===== src/rtl/loader_pkg.sv =====
// Shared encodings for the instruction-memory loader: FSM states and frame constants.
package loader_pkg;
  typedef enum logic [2:0] {
    ST_IDLE,
    ST_LEN,
    ST_DATA,
    ST_CHECK,
    ST_DONE,
    ST_ERR
  } state_t;

  localparam logic [7:0] FRAME_HEADER = 8'hA5;
endpackage


===== src/rtl/byte_word_packer.sv =====
// Assembles big-endian 32-bit words from a byte stream; flags the 4th byte of each word.
module byte_word_packer (
  input  logic        i_clk,
  input  logic        i_rst_n,
  input  logic        i_clear,
  input  logic        i_valid,
  input  logic [7:0]  i_byte,
  output logic [31:0] o_word,
  output logic        o_word_ready
);
  logic [23:0] r_shift;
  logic [1:0]  r_cnt;

  always_ff @(posedge i_clk) begin
    if (!i_rst_n || i_clear) begin
      r_shift <= '0;
      r_cnt   <= '0;
    end else if (i_valid) begin
      r_shift <= {r_shift[15:0], i_byte};
      r_cnt   <= r_cnt + 2'd1;
    end
  end

  // The word is presented in the same cycle as its last byte so the caller can register it directly.
  assign o_word       = {r_shift, i_byte};
  assign o_word_ready = i_valid && (r_cnt == 2'd3);
endmodule


===== src/rtl/instr_mem_loader.sv =====
// Framed UART program loader: writes instruction memory and holds the CPU until a frame checks out.
// Handshake: rx_valid is a one-cycle strobe with no backpressure; every strobed byte is consumed that cycle.
module instr_mem_loader
  import loader_pkg::*;
#(
  parameter int DATA_WIDTH     = 32,
  parameter int MEM_DEPTH      = 64,
  parameter int TIMEOUT_CYCLES = 1_000_000
) (
  input  logic                  clk,
  input  logic                  reset,
  input  logic [7:0]            rx_data,
  input  logic                  rx_valid,
  output logic                  mem_we,
  output logic [31:0]           mem_addr,
  output logic [DATA_WIDTH-1:0] mem_wdata,
  output logic                  cpu_hold,
  output logic                  done,
  output logic                  error,
  output state_t                dbg_state
);
  localparam int IDXW = $clog2(MEM_DEPTH) + 1;
  localparam int TW   = $clog2(TIMEOUT_CYCLES + 1);
  localparam logic [TW-1:0] TO_LAST = TW'(TIMEOUT_CYCLES - 1);
  localparam logic [8:0]    MAX_LEN = 9'(MEM_DEPTH);

  state_t                r_state;
  logic [IDXW-1:0]       r_len;
  logic [IDXW-1:0]       r_idx;
  logic [7:0]            r_csum;
  logic [TW-1:0]         r_timer;
  logic                  r_mem_we;
  logic [31:0]           r_mem_addr;
  logic [DATA_WIDTH-1:0] r_mem_wdata;
  logic                  r_cpu_hold;
  logic                  r_done;
  logic                  r_error;

  logic                  w_timing;
  logic                  w_timeout;
  logic                  w_len_bad;
  logic                  w_is_header;
  logic [IDXW-1:0]       w_idx_next;
  logic [31:0]           w_word;
  logic                  w_word_ready;

  byte_word_packer u_packer (
    .i_clk        (clk),
    .i_rst_n      (reset),
    .i_clear      (r_state == ST_LEN),
    .i_valid      (rx_valid && (r_state == ST_DATA)),
    .i_byte       (rx_data),
    .o_word       (w_word),
    .o_word_ready (w_word_ready)
  );

  assign w_timing    = (r_state == ST_LEN) || (r_state == ST_DATA) || (r_state == ST_CHECK);
  // A byte in the expiry cycle wins over the timeout.
  assign w_timeout   = w_timing && !rx_valid && (r_timer == TO_LAST);
  assign w_len_bad   = (rx_data == 8'd0) || ({1'b0, rx_data} > MAX_LEN);
  assign w_is_header = rx_valid && (rx_data == FRAME_HEADER);
  assign w_idx_next  = r_idx + 1'b1;

  always_ff @(posedge clk) begin
    if (!reset) begin
      r_state     <= ST_IDLE;
      r_len       <= '0;
      r_idx       <= '0;
      r_csum      <= '0;
      r_timer     <= '0;
      r_mem_we    <= 1'b0;
      r_mem_addr  <= '0;
      r_mem_wdata <= '0;
      r_cpu_hold  <= 1'b1;
      r_done      <= 1'b0;
      r_error     <= 1'b0;
    end else begin
      r_mem_we <= 1'b0;
      if (rx_valid || w_timeout || !w_timing) r_timer <= '0;
      else                                    r_timer <= r_timer + 1'b1;

      case (r_state)
        ST_IDLE: if (w_is_header) r_state <= ST_LEN;
        ST_LEN: begin
          if (w_timeout) begin
            r_state <= ST_ERR;
            r_error <= 1'b1;
          end else if (rx_valid) begin
            if (w_len_bad) begin
              r_state <= ST_ERR;
              r_error <= 1'b1;
            end else begin
              r_len   <= rx_data[IDXW-1:0];
              r_idx   <= '0;
              r_csum  <= '0;
              r_state <= ST_DATA;
            end
          end
        end
        ST_DATA: begin
          if (w_timeout) begin
            r_state <= ST_ERR;
            r_error <= 1'b1;
          end else if (rx_valid) begin
            r_csum <= r_csum + rx_data;
            if (w_word_ready) begin
              r_mem_we    <= 1'b1;
              r_mem_addr  <= {{(30 - IDXW){1'b0}}, r_idx, 2'b00};
              r_mem_wdata <= w_word;
              r_idx       <= w_idx_next;
              if (w_idx_next == r_len) r_state <= ST_CHECK;
            end
          end
        end
        ST_CHECK: begin
          if (w_timeout) begin
            r_state <= ST_ERR;
            r_error <= 1'b1;
          end else if (rx_valid) begin
            if (rx_data == r_csum) begin
              r_state    <= ST_DONE;
              r_done     <= 1'b1;
              r_cpu_hold <= 1'b0;
            end else begin
              r_state <= ST_ERR;
              r_error <= 1'b1;
            end
          end
        end
        ST_DONE: begin
          if (w_is_header) begin
            r_state    <= ST_LEN;
            r_done     <= 1'b0;
            r_cpu_hold <= 1'b1;
          end
        end
        ST_ERR: begin
          if (w_is_header) begin
            r_state <= ST_LEN;
            r_error <= 1'b0;
          end
        end
        default: r_state <= ST_IDLE;
      endcase
    end
  end

  assign mem_we    = r_mem_we;
  assign mem_addr  = r_mem_addr;
  assign mem_wdata = r_mem_wdata;
  assign cpu_hold  = r_cpu_hold;
  assign done      = r_done;
  assign error     = r_error;
  assign dbg_state = r_state;
endmodule


===== config.mk =====
export PLATFORM = sky130hd
export DESIGN_NAME = instr_mem_loader
export DESIGN_NICKNAME = d
export VERILOG_FILES = /design/src/rtl/loader_pkg.sv /design/src/rtl/byte_word_packer.sv /design/src/rtl/instr_mem_loader.sv
export SDC_FILE = /design/constraint.sdc
export NUM_CORES = 1
export LEC_CHECK = 0
export ABC_AREA = 1
export BUFFER_PORTS_ARGS = -buffer_cell sky130_fd_sc_hd__buf_2
export CAP_MARGIN = 0
export CORE_UTILIZATION = 51
export DETAILED_ROUTE_END_ITERATION = 10
export PLACE_DENSITY = 0.86
export RECOVER_POWER = 50
export SLEW_MARGIN = 30
export SYNTH_ARGS = -nofsm -noshare
export SYNTH_HDL_FRONTEND = slang
export SYNTH_SLANG_ARGS = --single-unit

===== constraint.sdc =====
create_clock -name clk -period 1.9 [get_ports clk]
set_input_delay 0.57 -clock clk [delete_from_list [all_inputs] [get_ports clk]]
set_output_delay 0.57 -clock clk [all_outputs]
set_load 0.05 [all_outputs]

# After elaboration in Yosys (flattened, before gate mapping)
# Index checks and enable logic that the tools add are counted.
# word_totals
out_inout_bits	71
reg_bits	114
inputBits	11
wordCells	126
# classes
n_eq_ne	30
n_reduce_logical	29
n_addsub	4
n_bitwise	5
n_lt_le_gt_ge	1
n_mux	44
# op_table
operator	n
7-bit two-way mux	6
8-bit two-way mux	5
3-bit two-way mux	10
20-bit by 1-bit adder with 20-bit output, second input constant	1
20-bit equality test, second input constant	1
2-bit != test, second input constant	10
1-bit two-way mux	17
8-bit case mux with 2 select lines	1
3-bit != test, second input constant	5
7-bit case mux with 2 select lines	1
7-bit AND reduction	2
3-bit case mux with 4 select lines	1
6-bit AND reduction	2
8-bit adder	1
8-bit equality test	1
8-bit equality test, second input constant	1
8-bit by 7-bit > comparator with 1-bit output, second input constant	1
8-bit logical NOT	1
4-bit AND reduction	2
7-bit by 1-bit adder with 7-bit output, second input constant	1
7-bit equality test	1
3-bit by 2-bit equality test with 1-bit output, second input constant	2
3-bit equality test, second input constant	2
1-bit logical OR	6
other kinds (17)	32

# Longest topological paths before layout
# Gate-level depths: netlist of run 1.
# logic_depth
depth_word	8
mapped_depth	13

# Modules after synthesis
# From an unflattened synthesis of run 1, not the netlist that was laid out.
# hier_totals
cells_unflattened	730
hier_area_um2	5557.8
# modules_own_cells
module	seq_area_each_um2	n_inst	cells_each	area_each_um2
instr_mem_loader	1761.7	1	603	4393.0
byte_word_packer	520.5	1	127	1164.9

# Worst setup path after synthesis of run 1
# No wires, ideal clock.
# synth_timing
path_type	in2reg
start	in rx_data[0]
end	reg r_csum[6]
path_stages	10
n_path_buf	0
path_slack_ns	-0.035
arrival_time_ns	1.865
cell_sequence	ha_1 > fa_1 > nand3_1 > nand3_1 > nand2_1 > nand2_1 > a21oi_1 > or2_2 > nand3_1 > a21oi_1
# synth_via
elab_chain_len	4
word_cells_on_any_way	9
# synth_rtl
element	line	rtl
start, declared	instr_mem_loader.sv:12	input logic [7:0] rx_data,
8-bit adder (tied with other cells)	instr_mem_loader.sv:105	r_csum <= r_csum + rx_data;
8-bit two-way mux / 1-bit logical OR (equally long branches)	instr_mem_loader.sv:104, instr_mem_loader.sv:60	
8-bit two-way mux / 2-bit != test (equally long branches)	n/a	
8-bit case mux with 2 select lines / 6-bit AND reduction (equally long branches)	n/a	
end signal, assigned	instr_mem_loader.sv:105	
end, declared	instr_mem_loader.sv:30	logic [7:0] r_csum;
# Parallel ways exist; a longest one is shown, timed or not. The select of a mux whose other input is x is not followed.
# A chain may end at the register's enable or synchronous reset.

# Worst setup path in the final report of run 1
# layout_timing
start	reg r_state[0] (netlist: dbg_state[0])
end	out dbg_state[0]
# layout_lines
element	line	rtl
start, declared	instr_mem_loader.sv:27	state_t r_state;
start signal, assigned	instr_mem_loader.sv:66	r_state <= ST_IDLE;
start signal, assigned	instr_mem_loader.sv:83	ST_IDLE: if (w_is_header) r_state <= ST_LEN;
start signal, assigned	instr_mem_loader.sv:86	r_state <= ST_ERR;
end, declared	instr_mem_loader.sv:20	output state_t dbg_state
# No word-level cell between the ends.

==> impl_metrics.ini, run 1 <==
[outcome]
outcome = complete, no violations

[layout]
mostFrequentLayoutCell = sky130_fd_sc_hd__nand2_1
post-route-cell-area_um2 = 6750
antenna_cells_inserted = 0
post_route_cells_drive_above_1_share = 0.211
number_of_nets_in_the_final_layout = 884
commonest_cells_after_routing_fill_and_taps_aside = sky130_fd_sc_hd__nand2_1, sky130_fd_sc_hd__dfxtp_1, sky130_fd_sc_hd__nor2_1, sky130_fd_sc_hd__a21oi_1, sky130_fd_sc_hd__inv_1
synthToLayoutAreaGrowth_pct = 24.1

[sta]
worst_hold_slack_ns = 0.341
final_max_slew_viol_count = 0
hold_viol_final = 0
timing.clock.skew_ns = 0.00789
layout_min_cycle_time_ns = 1.85
finalWorstSetupSlack_ns = 0.0506
fmax_achieved_mhz = 541
setup_violations = 0
worstMarginPinSlew_ns = 0.539
max-slew-margin-rel = 0.641
fin_crit_sh = 0.973

[synthesis]
yosys_warnings = 0
synth-edff-count = 0
synth_largest_area_cell = sky130_fd_sc_hd__dfxtp_1
post_synth.cell_area_avg_um2 = 7.19
synth_top_area_frac = 0.420
synth_top_flop_cell = sky130_fd_sc_hd__dfxtp_1
synthArstFlopShare = 0
synth_area_um2 = 5440
synth_seq_cells = 114
seq_area_frac_synth = 0.420
synthesis.instances = 756
synth_top_cells_by_area = sky130_fd_sc_hd__dfxtp_1, sky130_fd_sc_hd__nand2_1, sky130_fd_sc_hd__a21oi_1
synth.distinct_cells = 42

[place]
gp_congestion = 0.918
detailedPlacementHpwl_um = 8350
placement.setup.worst_slack_ns = -0.189
postPlaceCellArea_um2 = 6080
placement.io_buffers = 56

[clock_network]
clk_latency_ns = 0.53
cts_tree = done
clk_transition_reported_paths_ns = 0.06
clock_tree.buffer_depth = 2
cts.sink_count = 114
clock_tree.root_cell = sky130_fd_sc_hd__clkbuf_8
postCtsHoldBufs = 0
cts_buffers = 17
h-tree-depth = 4

[floorplan]
floorplan.die.width_um = 105
floorplan.rows = 37
core_area_um2 = 10300
floorplan.die.height_um = 105
starting_density_of_the_core = 0.527
pin_count = 82
fp.dieArea_um2 = 11100

[setup_path]
worst_path_largest_cell_delay_ns = 0.44
critical_path.top_delay_family = flip-flops
critical-path-slowest-cell = sky130_fd_sc_hd__dfxtp_1
critical_path.max_fanout = 5
critPathKind = reg2out
critical_path_arrival_ns = 1.28
critical_path.cell_chain = buf_2
setup.worst_path.end_class = output port
cp.required_ns = 1.33
setup.worst_path.start_class = flop
critPathBufInv = 1

[power_and_ir_drop]
p_per_area_nw_per_um2 = 1120
power.ir.vdd_worst_uv = 1090
design_power_total_w = 0.00757
cellLeakagePower_nw = 3.02

[global_routing]
grt_max_degree = 44
grt.total_usage = 0.245
gr-total-overflow = 0
first_pass_grt_wire_length_um = 21800
number_of_global_route_vias_before_repair = 4820
antenna_found_initial = 0

[routing]
post_drt_wl_per_cell_um = 13.1
detailedRoute.firstIterationViolations = 394
vias = 5257
post_drt_via_cell_ratio = 5.20
wl_um = 13200
drcViolationCount = 0
drt.antenna.violating_nets = 0
drt_pass1_iterations = 8

[min_path]
hold_class = in2reg

[job]
cap_violations = 0
## metrics by stage
stage          utilization  std cells  TNS, ns
2_1_floorplan            -        780        0
3_3_place_gp         0.589        970   -0.696
3_5_place_dp         0.589        970    -1.40
4_1_cts              0.646       1002        0
5_1_grt              0.654       1011  -0.0379
6_report             0.654       1011        0
## power by group
| part | switching [W] | total (W) | internal [W] |
|---|---|---|---|
| clock | 0.00131 | 0.00311 | 0.00180 |
| sequential | 0.000111 | 0.00263 | 0.00252 |
| combinational | 0.00126 | 0.00183 | 0.000577 |
| total | 0.00268 | 0.00757 | 0.00490 |
## cell type report
class / instances / area (um2)
clock buffer: 17 / 414
sequential: 114 / 2280
tap: 136 / 170
multi-input combinational: 550 / 2740
timing repair buffer: 112 / 734
clock inverter: 15 / 161
inverter: 67 / 253
fill: 812 / 3570
## registers in the layout, indices dropped and copies added, names as in the netlist
register	count
done	1
u_packer.r_shift	24
r_csum	8
mem_we	1
cpu_hold	1
r_len	7
dbg_state	3
mem_addr	7
mem_wdata	32
u_packer.r_cnt	2
r_timer	20
error	1
r_idx	7
## cell families after synthesis
| kind of cell | synth area share |
|---|---|
| AOI/OAI and AO/OA | 0.136 |
| other | 0.000689 |
| and+or+nand+nor | 0.291 |
| buffers and inverters | 0.103 |
| adders and majority gates | 0.0267 |
| xor gates and xnor gates | 0.0225 |
| DFF | 0.420 |
## cells in the mapped netlist, types with 5 or more instances
cell type                  instances
sky130_fd_sc_hd__buf_2            10
sky130_fd_sc_hd__xor2_1           12
sky130_fd_sc_hd__clkbuf_1         12
sky130_fd_sc_hd__nor2_1          106
sky130_fd_sc_hd__a21oi_1          80
sky130_fd_sc_hd__nand2_2           7
sky130_fd_sc_hd__inv_1            60
sky130_fd_sc_hd__nor3_1            8
sky130_fd_sc_hd__buf_4            25
sky130_fd_sc_hd__inv_2             5
sky130_fd_sc_hd__nand3_1          41
sky130_fd_sc_hd__ha_1             10
sky130_fd_sc_hd__nand2_1         169
sky130_fd_sc_hd__a211oi_1          8
sky130_fd_sc_hd__nand4_1           6
sky130_fd_sc_hd__o21ai_0          40
sky130_fd_sc_hd__dfxtp_1         114
## per-layer routing
metal,track usage,vias to the layer above,share of wire
li1,-,2622,-
met1,0.311,2408,0.44
met2,0.393,183,0.48
met3,0.0501,44,0.054
met4,0.123,0,0.028
met5,0,-,0
## final timing paths
kind | depth (start not counted) | start | slack [ns] | endpoint
setup / recovery | 1 | dbg_state[0] | 0.05 | dbg_state[0]
hold / removal | 3 | rx_data[2] | 0.34 | mem_wdata[2]
setup reg to reg | 12 | r_timer[0] | 0.11 | r_idx[1]
hold reg to reg | 1 | r_timer[0] | 0.42 | r_timer[0]
## what timing repair did
item,4_1_cts,5_1_grt
setup endpoints to repair,2,23
gates resized for setup,2,12
pin swaps,0,4
setup buffers,0,7
gates cloned,0,2
(Power assumes the default switching activity.)
==> inputs of run 2 (changes only) <==
==> constraint.sdc (replaced) <==
create_clock -name clk -period 1.9 [get_ports clk]
set_input_delay 0.19 -clock clk [delete_from_list [all_inputs] [get_ports clk]]
set_output_delay 0.19 -clock clk [all_outputs]
set_load 0.05 [all_outputs]
==> run 2 against run 1 <==
Clock power is essentially flat; design area shrank 3.5%; first-iteration DRC count grew 43%; sequential power is essentially flat; critical path depth grew 11; sequential cell count unchanged; cell count is 2.8% lower; clock-buffer cell count is the same; sequential share of layout area is 1.3 points higher; worst setup slack improved by 0.0046 ns; power down 0.88%; worst hold slack got worse by 0.28 ns; largest power group unchanged.
==> impl_metrics.ini, run 2 (same netlist as run 1, synthesis figures left out) <==
[outcome]
outcome = complete, no violations

[routing]
met2_wl_um = 6300
vias = 5240
post_drt_wl_per_cell_um = 13.8
detailedRoute.firstIterationViolations = 562
wl_um = 13500
detail_route.wirelength.met1_um = 5830
top_layer = met4
met3WireLength_um = 988
drcViolationCount = 0
drt.antenna.violating_nets = 0
drt_pass1_iterations = 5
post_drt_via_cell_ratio = 5.33

[floorplan]
fp.dieArea_um2 = 11100
starting_density_of_the_core = 0.527
core_area_um2 = 10300
floorplan.die.width_um = 105
floorplan.die.height_um = 105
floorplan.rows = 37
pin_count = 82

[sta]
grt_setup_unrepaired = yes
setup_tns_after_final_layout_ns = 0
timing.clock.skew_ns = 0.0109
worst_hold_slack_ns = 0.0568
hold_viol_final = 0
finalWorstSetupSlack_ns = 0.0551
max-slew-margin-rel = 0.553
final_max_slew_viol_count = 0
fin_crit_sh = 0.971
setup_violations = 0
fmax_achieved_mhz = 542
layout_min_cycle_time_ns = 1.84
worstMarginPinSlew_ns = 0.673

[clock_network]
clock_tree.buffer_depth = 2
cts_tree = done
clk_latency_ns = 0.53
h-tree-depth = 4
cts_buffers = 17
cts.sink_count = 114
clock_tree.root_cell = sky130_fd_sc_hd__clkbuf_8
clk_transition_reported_paths_ns = 0.06

[setup_path]
reg2reg_slack_ns = 0.06
timing.critical_path.from = r_timer[0]
cp.required_ns = 2.27
regToRegStartpoint = r_timer[0]
setup.worst_path.end_class = flop
critical_path_arrival_ns = 2.22
setup.worst_path.start_class = flop
critPathKind = reg2reg
critical_path.max_fanout = 6

[layout]
number_of_nets_in_the_final_layout = 856
post_route_cells_drive_above_1_share = 0.130
antenna_cells_inserted = 0
mostFrequentLayoutCell = sky130_fd_sc_hd__nand2_1
synthToLayoutAreaGrowth_pct = 19.8
commonest_cells_after_routing_fill_and_taps_aside = sky130_fd_sc_hd__nand2_1, sky130_fd_sc_hd__dfxtp_1, sky130_fd_sc_hd__nor2_1, sky130_fd_sc_hd__a21oi_1, sky130_fd_sc_hd__inv_1
n_fill_cell = 866
largest_register_ffs = 32

[global_routing]
number_of_global_route_vias_before_repair = 4655
first_pass_grt_wire_length_um = 21400
grt.total_usage = 0.242
gr-total-overflow = 0
grt_max_degree = 44
antenna_found_initial = 0

[power_and_ir_drop]
swShare = 0.358
power.ir.vdd_worst_uv = 928
power_report.internal_total_w = 0.00482
cellLeakagePower_nw = 2.69
power.combinational.fraction = 0.230
clock_group_share_of_total_power = 0.416
share_seq_of_total_power = 0.354
p_per_area_nw_per_um2 = 1150
p_switching_w = 0.00269

[place]
placement.setup.worst_slack_ns = 0.0508
detailedPlacementHpwl_um = 8170
gp_congestion = 0.853
placement.io_buffers = 56

[min_path]
worstHoldStart = reset
hold_class = in2reg

[job]
cap_violations = 0
==> run 2: cell types whose count changed in the layout (fill, tap and decap cells not counted), sizes merged <==
cell         change
buf             -63
clkbuf          +27
dlygate4sd3      +8
clkinv           -4
inv              +3
clkinvlp         +1
==> run 2: metal layers <==
metal | global-route usage | up-vias
met5 | 0 | -
met2 | 0.380 | 258
met1 | 0.306 | 2366
met4 | 0.111 | 0
li1 | - | 2568
met3 | 0.0705 | 48
==> run 2: worst max-delay path: stages, from the launching register on <==
cell,delay [ns]
sky130_fd_sc_hd__dfxtp_2,0.34
sky130_fd_sc_hd__ha_1,0.17
sky130_fd_sc_hd__nand2_1,0.10
sky130_fd_sc_hd__nor2_4,0.14
sky130_fd_sc_hd__nand2_4,0.09
sky130_fd_sc_hd__nor2_4,0.17
sky130_fd_sc_hd__nand3_4,0.14
sky130_fd_sc_hd__nand2_2,0.12
sky130_fd_sc_hd__nand2_2,0.09
sky130_fd_sc_hd__nand2_4,0.10
sky130_fd_sc_hd__inv_1,0.06
sky130_fd_sc_hd__nand3_1,0.10
sky130_fd_sc_hd__a21oi_1,0.09
==> run 2: final timing paths <==
kind	end	cells after the start
worst min register to register	r_timer[0]	1
worst min-delay path	cpu_hold	2
worst max-delay path	r_idx[1]	12
worst max register to register	r_idx[1]	12
==> run 2: timing repair <==
item,CTS,global route
hold endpoints to repair,8,0
endpoints found under the setup margin,0,29
buffers inserted,0,6
gates resized for setup,0,17
hold buffers,8,0
==> run 2: through the flow <==
| step | utilization | instance area (um2) | power [W] | cells |
|---|---|---|---|---|
| 3_3_place_gp | 0.562 | 5800 | 0.00428 | 935 |
| 5_1_grt | 0.631 | 6520 | 0.00782 | 983 |
| 2_1_floorplan | - | 5530 | 0.00397 | 780 |
| 3_5_place_dp | 0.562 | 5800 | 0.00431 | 935 |
| 4_1_cts | 0.626 | 6460 | 0.00744 | 975 |
| 6_report | 0.631 | 6520 | 0.00751 | 983 |
==> run 2: layout make-up <==
cell class / count / area, um2 / share of cell area
multi-input cells: 550 / 2750 / 0.422
flip-flops and latches: 114 / 2290 / 0.351
repair buffers: 84 / 483 / 0.0741
clock buffers: 17 / 414 / 0.0635
inverters: 67 / 254 / 0.0390
well taps: 136 / 170 / 0.0261
clock inverters: 15 / 160 / 0.0246
==> run 2: power by group through the flow <==
stage	Combinational [W]	Sequential [W]	Clock (W)
after CTS	0.00166	0.00265	0.00313
final	0.00173	0.00265	0.00313
after global routing	0.00188	0.00267	0.00328
after floorplan	0.00113	0.00284	0
after global placement	0.00159	0.00269	0
after detailed placement	0.00162	0.00269	0
==> inputs of run 3 (changes only) <==
--- a/config.mk
+++ b/config.mk
@@ -10,6 +10,7 @@
 export CAP_MARGIN = 0
 export CORE_UTILIZATION = 51
 export DETAILED_ROUTE_END_ITERATION = 10
+export HOLD_SLACK_MARGIN = 0.12
 export PLACE_DENSITY = 0.86
 export RECOVER_POWER = 50
 export SLEW_MARGIN = 30
==> run 3 against run 2 <==
Maximum frequency grew 0.48%; register-to-register slack is essentially flat; via count is 0.32% lower; first-iteration DRC count is 4.8% lower; sequential share of layout area down 0.068 points; critical path depth unchanged; non-clock buffer count up 3; core utilization grew 0.16 points; global-route usage barely moved; combinational power about the same; worst hold slack gained 0.28 ns; critical endpoint unchanged; largest power group unchanged.
==> impl_metrics.ini, run 3 (same netlist as run 1, synthesis figures left out) <==
[setup_path]
critical_path.cell_chain = ha_1, nand2_1, nor2_4, nand2_4, nor2_4, nand3_4, nand2_2, nand2_2, nand2_4, inv_1, nand3_1, a21oi_1
critical_path.max_fanout = 6
setup.worst_path.end_class = flop
cp.required_ns = 2.28
critical_path_arrival_ns = 2.21
worst_path_largest_cell_delay_ns = 0.34
reg2reg_slack_ns = 0.06
critical-path-slowest-cell = sky130_fd_sc_hd__dfxtp_2
critPathBufInv = 1
critical_path.top_delay_family = simple AND/OR/NAND/NOR gates
regToRegStartpoint = r_timer[0]
worst-r2r-cell-count = 12
critPathKind = reg2reg
setup.worst_path.start_class = flop
critical_path.reg2reg.endpoint = r_idx[1]

[global_routing]
grt_max_degree = 44
grt.total_usage = 0.242
first_pass_grt_wire_length_um = 21400
gr-total-overflow = 0
number_of_global_route_vias_before_repair = 4687
antenna_found_initial = 0

[sta]
max-slew-margin-rel = 0.560
layout_min_cycle_time_ns = 1.84
worstMarginPinSlew_ns = 0.663
timing.clock.skew_ns = 0.00974
finalWorstSetupSlack_ns = 0.0640
grt_setup_unrepaired = yes
fmax_achieved_mhz = 545
setup_violations = 0
hold_viol_final = 0
fin_crit_sh = 0.966
worst_hold_slack_ns = 0.337
final_max_slew_viol_count = 0
setup_tns_after_final_layout_ns = 0

[routing]
drcViolationCount = 0
wl_um = 13500
detailedRoute.firstIterationViolations = 535
post_drt_wl_per_cell_um = 13.6
drt_pass1_iterations = 5
vias = 5223
drt.antenna.violating_nets = 0
post_drt_via_cell_ratio = 5.30

[clock_network]
cts_buffers = 17
cts_tree = done
h-tree-depth = 4
clock_tree.root_cell = sky130_fd_sc_hd__clkbuf_8
clk_latency_ns = 0.53
clk_transition_reported_paths_ns = 0.06
clock_tree.buffer_depth = 2
cts.sink_count = 114

[layout]
number_of_nets_in_the_final_layout = 859
synthToLayoutAreaGrowth_pct = 20.1
commonest_cells_after_routing_fill_and_taps_aside = sky130_fd_sc_hd__nand2_1, sky130_fd_sc_hd__dfxtp_1, sky130_fd_sc_hd__nor2_1, sky130_fd_sc_hd__a21oi_1, sky130_fd_sc_hd__inv_1
post-route-cell-area_um2 = 6530
largest_register_ffs = 32
post_route_cells_drive_above_1_share = 0.129
mostFrequentLayoutCell = sky130_fd_sc_hd__nand2_1
post_layout_utilization_of_the_core = 0.633
antenna_cells_inserted = 0

[min_path]
hold_end = cpu_hold
holdPathStages = 9
hold_class = in2reg
worstHoldStart = rx_data[0]

[floorplan]
pin_count = 82
fp.dieArea_um2 = 11100
floorplan.die.height_um = 105
core_area_um2 = 10300
starting_density_of_the_core = 0.527
floorplan.rows = 37
floorplan.die.width_um = 105

[place]
placement.setup.worst_slack_ns = 0.0508
gp_congestion = 0.853
detailedPlacementHpwl_um = 8170
postPlaceCellArea_um2 = 5800
placement.io_buffers = 56

[power_and_ir_drop]
power.ir.vdd_worst_uv = 926
cellLeakagePower_nw = 2.70
p_per_area_nw_per_um2 = 1150

[job]
cap_violations = 0

[outcome]
outcome = complete, no violations
-- run 3: what timing repair did --
| item | in CTS | in global routing |
|---|---|---|
| setup endpoints to repair | 0 | 31 |
| buffers inserted | 0 | 6 |
| resized for setup | 0 | 15 |
| hold endpoints to repair | 29 | 0 |
| hold buffers | 11 | 0 |
-- run 3: metrics by stage --
step | power (W) | instances
2_1_floorplan | 0.00397 | 780
3_3_place_gp | 0.00428 | 935
3_5_place_dp | 0.00431 | 935
4_1_cts | 0.00745 | 978
5_1_grt | 0.00782 | 986
6_report | 0.00752 | 986
-- run 3: how the worst max path moves through the flow --
stage            startpoint  endpoint  depth (start not counted)
3_3_place_gp     r_timer[0]  r_idx[1]                         12
3_5_place_dp     r_timer[0]  r_idx[1]                         12
5_1_grt          r_timer[1]  r_idx[1]                         12
2_1_floorplan  dbg_state[0]  r_len[3]                          9
4_1_cts          r_timer[0]  r_idx[1]                         12
6_report         r_timer[0]  r_idx[1]                         12
-- run 3: cell type report --
class | count | area, um2
Clock buffer | 17 | 414
Clock inverter | 15 | 160
Fill cell | 865 | 3790
Inverter | 67 | 254
Multi-Input combinational cell | 550 | 2740
Sequential cell | 114 | 2290
Tap cell | 136 | 170
Timing Repair Buffer | 87 | 510
-- run 3: power by group --
| part | internal [W] | total [W] | switching (W) |
|---|---|---|---|
| sequential | 0.00253 | 0.00266 | 0.000132 |
| clock | 0.00180 | 0.00312 | 0.00132 |
| combinational | 0.000503 | 0.00174 | 0.00124 |
| total | 0.00483 | 0.00752 | 0.00269 |
-- run 3: tightest hold or removal path: stages --
cell	delay [ns]
sky130_fd_sc_hd__buf_2	0.12
sky130_fd_sc_hd__nand2_1	0.06
sky130_fd_sc_hd__nor3_1	0.05
sky130_fd_sc_hd__nand3_1	0.10
sky130_fd_sc_hd__nand2_1	0.06
sky130_fd_sc_hd__nand2_1	0.08
sky130_fd_sc_hd__nand2_1	0.05
sky130_fd_sc_hd__nand2_1	0.05
sky130_fd_sc_hd__nand2_1	0.04
-- run 3: metal layers --
layer	up-vias	track usage	wire, um
met5	-	0	0
met4	0	0.0956	313
met3	31	0.0662	855
met2	216	0.387	6320
met1	2401	0.308	5960
li1	2575	-	-
